`src/rtl/hazard_scoreboard.sv`:
```
`default_nettype none
// ============================================================================
// Module      : hazard_scoreboard
// Description : Hazard detection and forwarding-select unit for the pipelined
//               CPU. Tracks in-flight register writes across DEPTH post-decode
//               stages (stage 1 = EX, stage DEPTH = WB), raises the ID-stage
//               stall and registers the EX-stage operand forwarding selects.
// Revision    : 1.0 - initial release
// ============================================================================
module hazard_scoreboard #(
    parameter int DEPTH    = 3,
    parameter int REG_W    = 5,
    parameter int ALU_LAT  = 1,
    parameter int LOAD_LAT = 2,
    parameter int SEL_W    = $clog2(DEPTH + 1)
) (
    input  logic             clk,
    input  logic             rst_n,
    input  logic             id_valid,
    input  logic [REG_W-1:0] id_rs,
    input  logic [REG_W-1:0] id_rt,
    input  logic             id_use_rs,
    input  logic             id_use_rt,
    input  logic             id_wen,
    input  logic [REG_W-1:0] id_dst,
    input  logic             id_is_load,
    input  logic             hold,
    input  logic             flush,
    output logic             stall,
    output logic [SEL_W-1:0] fwd_sel_a,
    output logic [SEL_W-1:0] fwd_sel_b,
    output logic [SEL_W-1:0] inflight
);

    localparam logic [SEL_W-1:0] c_depth    = SEL_W'(DEPTH);
    localparam logic [SEL_W-1:0] c_alu_lat  = SEL_W'(ALU_LAT);
    localparam logic [SEL_W-1:0] c_load_lat = SEL_W'(LOAD_LAT);
    localparam logic [SEL_W-1:0] c_two      = SEL_W'(2);

    // Tracked entries, index 1 is EX, index DEPTH is WB.
    logic [DEPTH:1]   r_v;
    logic [REG_W-1:0] r_dst [1:DEPTH];
    logic [SEL_W-1:0] r_rem [1:DEPTH];
    logic [SEL_W-1:0] r_sel_a;
    logic [SEL_W-1:0] r_sel_b;
    logic [SEL_W-1:0] r_inflight;

    logic             w_hit_a;
    logic             w_hit_b;
    logic [SEL_W-1:0] w_k_a;
    logic [SEL_W-1:0] w_k_b;
    logic [SEL_W-1:0] w_rem_a;
    logic [SEL_W-1:0] w_rem_b;
    logic [SEL_W-1:0] w_sel_a;
    logic [SEL_W-1:0] w_sel_b;
    logic             w_stall;
    logic             w_advance;

    logic [DEPTH:1]   w_nv;
    logic [REG_W-1:0] w_ndst [1:DEPTH];
    logic [SEL_W-1:0] w_nrem [1:DEPTH];
    logic [SEL_W-1:0] w_cnt;

    // Youngest matching producer per source: scanning oldest to youngest so the lowest stage wins.
    always_comb begin
        w_hit_a = 1'b0;
        w_hit_b = 1'b0;
        w_k_a   = '0;
        w_k_b   = '0;
        w_rem_a = '0;
        w_rem_b = '0;
        for (int k = DEPTH; k >= 1; k--) begin
            if (id_use_rs && (id_rs != '0) && r_v[k] && (r_dst[k] == id_rs)) begin
                w_hit_a = 1'b1;
                w_k_a   = SEL_W'(k);
                w_rem_a = r_rem[k];
            end
            if (id_use_rt && (id_rt != '0) && r_v[k] && (r_dst[k] == id_rt)) begin
                w_hit_b = 1'b1;
                w_k_b   = SEL_W'(k);
                w_rem_b = r_rem[k];
            end
        end
    end

    // Stall when a needed result is still two or more cycles away; flush kills the ID instruction.
    always_comb begin
        w_stall   = id_valid & ~flush &
                    ((w_hit_a & (w_rem_a >= c_two)) | (w_hit_b & (w_rem_b >= c_two)));
        w_advance = id_valid & ~w_stall & ~hold & ~flush;
        // The producer moves one stage by the time the consumer sits in EX; a WB match commits to the RF.
        w_sel_a   = (!w_hit_a || (w_k_a == c_depth)) ? '0 : w_k_a + SEL_W'(1);
        w_sel_b   = (!w_hit_b || (w_k_b == c_depth)) ? '0 : w_k_b + SEL_W'(1);
    end

    assign stall = w_stall;

    // Next entry state for an unfrozen edge: shift, decrement, insert or bubble, flush kills EX.
    always_comb begin
        w_nv      = '0;
        w_ndst[1] = id_dst;
        w_nrem[1] = id_is_load ? c_load_lat : c_alu_lat;
        w_nv[1]   = w_advance & id_wen & (id_dst != '0);
        for (int k = 2; k <= DEPTH; k++) begin
            w_nv[k]   = r_v[k-1] & ~(flush & (k == 2));
            w_ndst[k] = r_dst[k-1];
            w_nrem[k] = (r_rem[k-1] == '0) ? '0 : r_rem[k-1] - SEL_W'(1);
        end
        w_cnt = '0;
        for (int k = 1; k <= DEPTH; k++) begin
            w_cnt = w_cnt + SEL_W'(w_nv[k]);
        end
    end

    // Entry, select and occupancy registers; hold freezes all of them.
    always_ff @(posedge clk or negedge rst_n) begin
        if (!rst_n) begin
            r_v        <= '0;
            r_sel_a    <= '0;
            r_sel_b    <= '0;
            r_inflight <= '0;
            for (int k = 1; k <= DEPTH; k++) begin
                r_dst[k] <= '0;
                r_rem[k] <= '0;
            end
        end else if (!hold) begin
            r_v        <= w_nv;
            r_inflight <= w_cnt;
            r_sel_a    <= w_advance ? w_sel_a : '0;
            r_sel_b    <= w_advance ? w_sel_b : '0;
            for (int k = 1; k <= DEPTH; k++) begin
                r_dst[k] <= w_ndst[k];
                r_rem[k] <= w_nrem[k];
            end
        end
    end

    assign fwd_sel_a = r_sel_a;
    assign fwd_sel_b = r_sel_b;
    assign inflight  = r_inflight;

endmodule
`default_nettype wire
```
`config.mk`:
```
export PLATFORM = sky130hd
export DESIGN_NAME = hazard_scoreboard
export DESIGN_NICKNAME = d
export VERILOG_FILES = /design/src/rtl/hazard_scoreboard.sv
export SDC_FILE = /design/constraint.sdc
export NUM_CORES = 1
export LEC_CHECK = 0
export BUFFER_PORTS_ARGS = -buffer_cell sky130_fd_sc_hd__buf_2
export CORE_MARGIN = 1.5
export CORE_UTILIZATION = 49
export DETAILED_ROUTE_END_ITERATION = 10
export GPL_ROUTABILITY_DRIVEN = 0
export PLACE_DENSITY = 0.74
export SYNTH_ARGS = -nofsm -noshare
export SYNTH_HDL_FRONTEND = slang
export SYNTH_SLANG_ARGS = --single-unit
```
`constraint.sdc`:
```
create_clock -name clk -period 2.8 [get_ports clk]
set_input_delay 0.56 -clock clk [delete_from_list [all_inputs] [get_ports clk]]
set_output_delay 0.56 -clock clk [all_outputs]
set_load 0.03 [all_outputs]
```
==> summary.md <==
| Metric | Value |
|---|---|
| Post-synth top area share | `42.87%` |
| Final Hold Viols | `0` |
| Grt total ovfl | `0` |
| Worst-Margin Slew | `0.6357 ns` |
| Die height | `61.78 um` |
| Site Rows | `21` |
| Synthesized flop and latch total | `29` |
| Synth top area cells | `dfrtp_1 (43%), mux2_2 (13%), xnor2_1 (9.3%), xor2_1 (6.2%), nand2_1 (2.9%)` |
| Final #Nets | `238` |
| Post-DP Area | `2063 sq um` |
| Final Cycle Share | `105.1%` |
| EDFF count, synth | `0` |
| Most instantiated library cell after synthesis | `dfrtp_1` |
| Wire per inst | `15.44 um` |
| Slew Viols, Final | `0` |
| CTS Buf Count | `5` |
| Reg2reg setup slack | `-0.09 ns` |
| Core box area | `3337 sq um` |
| Worst path max stage delay | `0.49 ns` |
| Number of global-route vias before repair | `1322` |
| Cells after Synth | `153` |
| Failing checks | `negative setup slack` |
| Share of layout cells above drive strength 1 | `48.11%` |
| Place WS | `-0.3193 ns` |
| Total negative slack | `-0.2581 ns` |
| Clk Latency, worst-skew pair | `0.34 ns` |
| Hold Buf Count CTS | `0` |
| Root buffer cell | `clkbuf_4` |
| Fillers | `268` |
| Final wirelength | `3.983 mm` |
| Pwr per Cell Area | `448.2 nW/um^2` |
| Status | `finished with violations` |
| Crit path time final | `2.944 ns` |
| Largest net degree at the start of global routing | `32` |
| Final WS setup | `-0.1440 ns` |
| IO buf count | `30` |
| Die width | `61.78 um` |
| Highest net fanout along the worst path | `3` |
| Iteration count of the initial detailed-routing pass | `6` |
| Cells on worst reg2reg path | `10` |
| IO Pins | `31` |
| Global-route wire length before repair | `6.065 mm` |
| H-tree depth | `2` |
| Sink Count | `29` |
| CP required | `2.24 ns` |
| # diodes | `0` |
| Yosys cell types | `32` |
| Rel. slew slack | `57.62%` |
| Cell Chain, Critical Path | `buf_2, or4_4, o21a_1, nand4_1, or3b_4, a21oi_4, o21ba_4, buf_6` |
| CTS tree | `yes` |
| Area leader, netlist | `dfrtp_1` |
| GRT Overall Usage | `21.82%` |
| VDD IR max | `0.3300 mV` |
| Mapped Area | `1693 sq um` |
| Clock Tree Buf Depth | `2` |
| Ys async rst share | `100.0%` |
| Worst r2r dst | `inflight[0]` |
| Vias/cell | `5.360` |
| Syn Area/Cell | `11.06 sq um` |
| Setup crit end kind | `primary output` |
| Final setup fails | `3` |
| P_leak | `0.9942 nW` |
| Post-synthesis sequential area ratio | `42.87%` |
| Remaining antenna violation count | `0` |
| Fin cells | `258` |
| CP Launch Type | `input port` |
| Final Cell Area | `2245 sq um` |
| Skew final | `0.02244 ns` |
| CP max-delay cell | `or4_4` |
| CP Data Arrival Time | `2.38 ns` |
| Worst R2R Start | `r_dst[10]` |
| Starting Density | `50.73%` |
| Ys flop type | `dfrtp_1` |
| RSZ-0062 raised after global routing | `yes` |
| Hold WS | `0.2113 ns` |
| List of most frequent post-synthesis cells | `dfrtp_1 (29), mux2_2 (20), xnor2_1 (18), nand2_1 (13), xor2_1 (12)` |
| Iter 0 DRT Violations | `50` |
| DP Wirelength | `2.850 mm` |
| Critical path type | `in -> out` |
| Synthesis Warnings | `0` |
| Syn-to-layout area delta | `32.59%` |
| Placed insts | `247` |
| Antenna violations before repair | `0` |
| Max Fclk | `0.3397 GHz` |
| Die area | `3816 sq um` |
| Drt drc | `0` |
| Max cap viols | `0` |
| Clock-pin transition on the worst setup and hold timing paths | `0.12 ns` |
| Hold WC Path Type | `in -> async` |
| Post-Syn Nets | `180` |
| Vias after detailed routing | `1383` |
per-stage QoR:
step | power [mW] | utilization [%]
floorplan | 0.6395 | -
global route | 1.055 | 67.27
global placement | 0.7120 | 61.83
CTS | 0.9875 | 64.90
finish | 1.006 | 67.27
detailed placement | 0.7245 | 61.83
power breakdown:
group	internal [mW]	leakage [nW]	switching, mW
Combinational	0.118	0.607	0.101
Sequential	0.462	0.363	0.0554
Clock	0.0969	0.0234	0.173
sequential cells by signal, summed over array words and instances, names as in the netlist:
register,flops
fwd_sel_b,2
inflight,2
r_v,3
fwd_sel_a,2
r_rem,5
r_dst,15
routing by layer:
metal  vias to the layer above  GRT usage (%)  routed length, um
met5                         -              0                  0
met4                         0          7.295                 36
met3                         6          6.211                171
met2                        36          33.98               1975
met1                       677          29.44               1799
li1                        664              -                  -
critical path, delay by kind of cell:
| kind | cells | cell delay, ns |
|---|---|---|
| compound gates | 3 | 0.54 |
| buf+inv | 2 | 0.23 |
| simple gates | 3 | 1.05 |
layout make-up:
class | count | area, sq um | area share (%)
Multi-Input combinational cell | 115 | 1032 | 45.99
Sequential cell | 29 | 725.7 | 32.33
Timing Repair Buffer | 54 | 346.6 | 15.44
Tap cell | 46 | 57.56 | 2.564
Clock buffer | 5 | 37.54 | 1.672
Clock inverter | 3 | 22.52 | 1.003
Inverter | 6 | 22.52 | 1.003
what timing repair did:
item / CTS / global route
setup buffers: 2 / 1
hold endpoints to repair: 0 / 0
resized for setup: 6 / 13
setup endpoints to repair: 1 / 3
pin swaps: 3 / 8
cells by family after synthesis:
kind of cell	share of synthesized area [%]
adder cells (fa/ha/maj)	2.661
AO/OA/AOI/OAI	8.942
AND/OR/NAND/NOR	14.12
flip-flops	42.87
multiplexers	13.90
buffers and inverters	1.995
XOR/XNOR	15.52
cell usage in the layout, fill, tap and decap left out, drive strengths merged, types with 2 or more instances in the layout:
cell,netlist,routed
a21oi,3,3
buf,3,54
clkbuf,0,5
clkinvlp,0,3
dfrtp,29,29
ha,2,2
inv,6,6
mux2,20,20
nand2,13,13
nand2b,2,2
nand4,5,5
nor2b,2,2
nor3,3,3
nor3b,2,2
nor4,4,4
o21a,2,2
o21ai,7,7
o21bai,2,2
o31ai,2,2
o41ai,2,2
or2,2,2
or4,4,4
xnor2,18,18
xor2,12,12
worst max path at each step:
stage	from	endpoint	cells past startpoint
2_1_floorplan	id_rt[0]	inflight[0]	8
3_3_place_gp	id_rt[0]	inflight[0]	9
3_5_place_dp	id_rs[3]	inflight[0]	11
4_1_cts	id_rs[2]	stall	9
5_1_grt	r_dst[10]	inflight[0]	10
6_report	id_rt[2]	stall	8
Power figures use the tool's default switching activity.
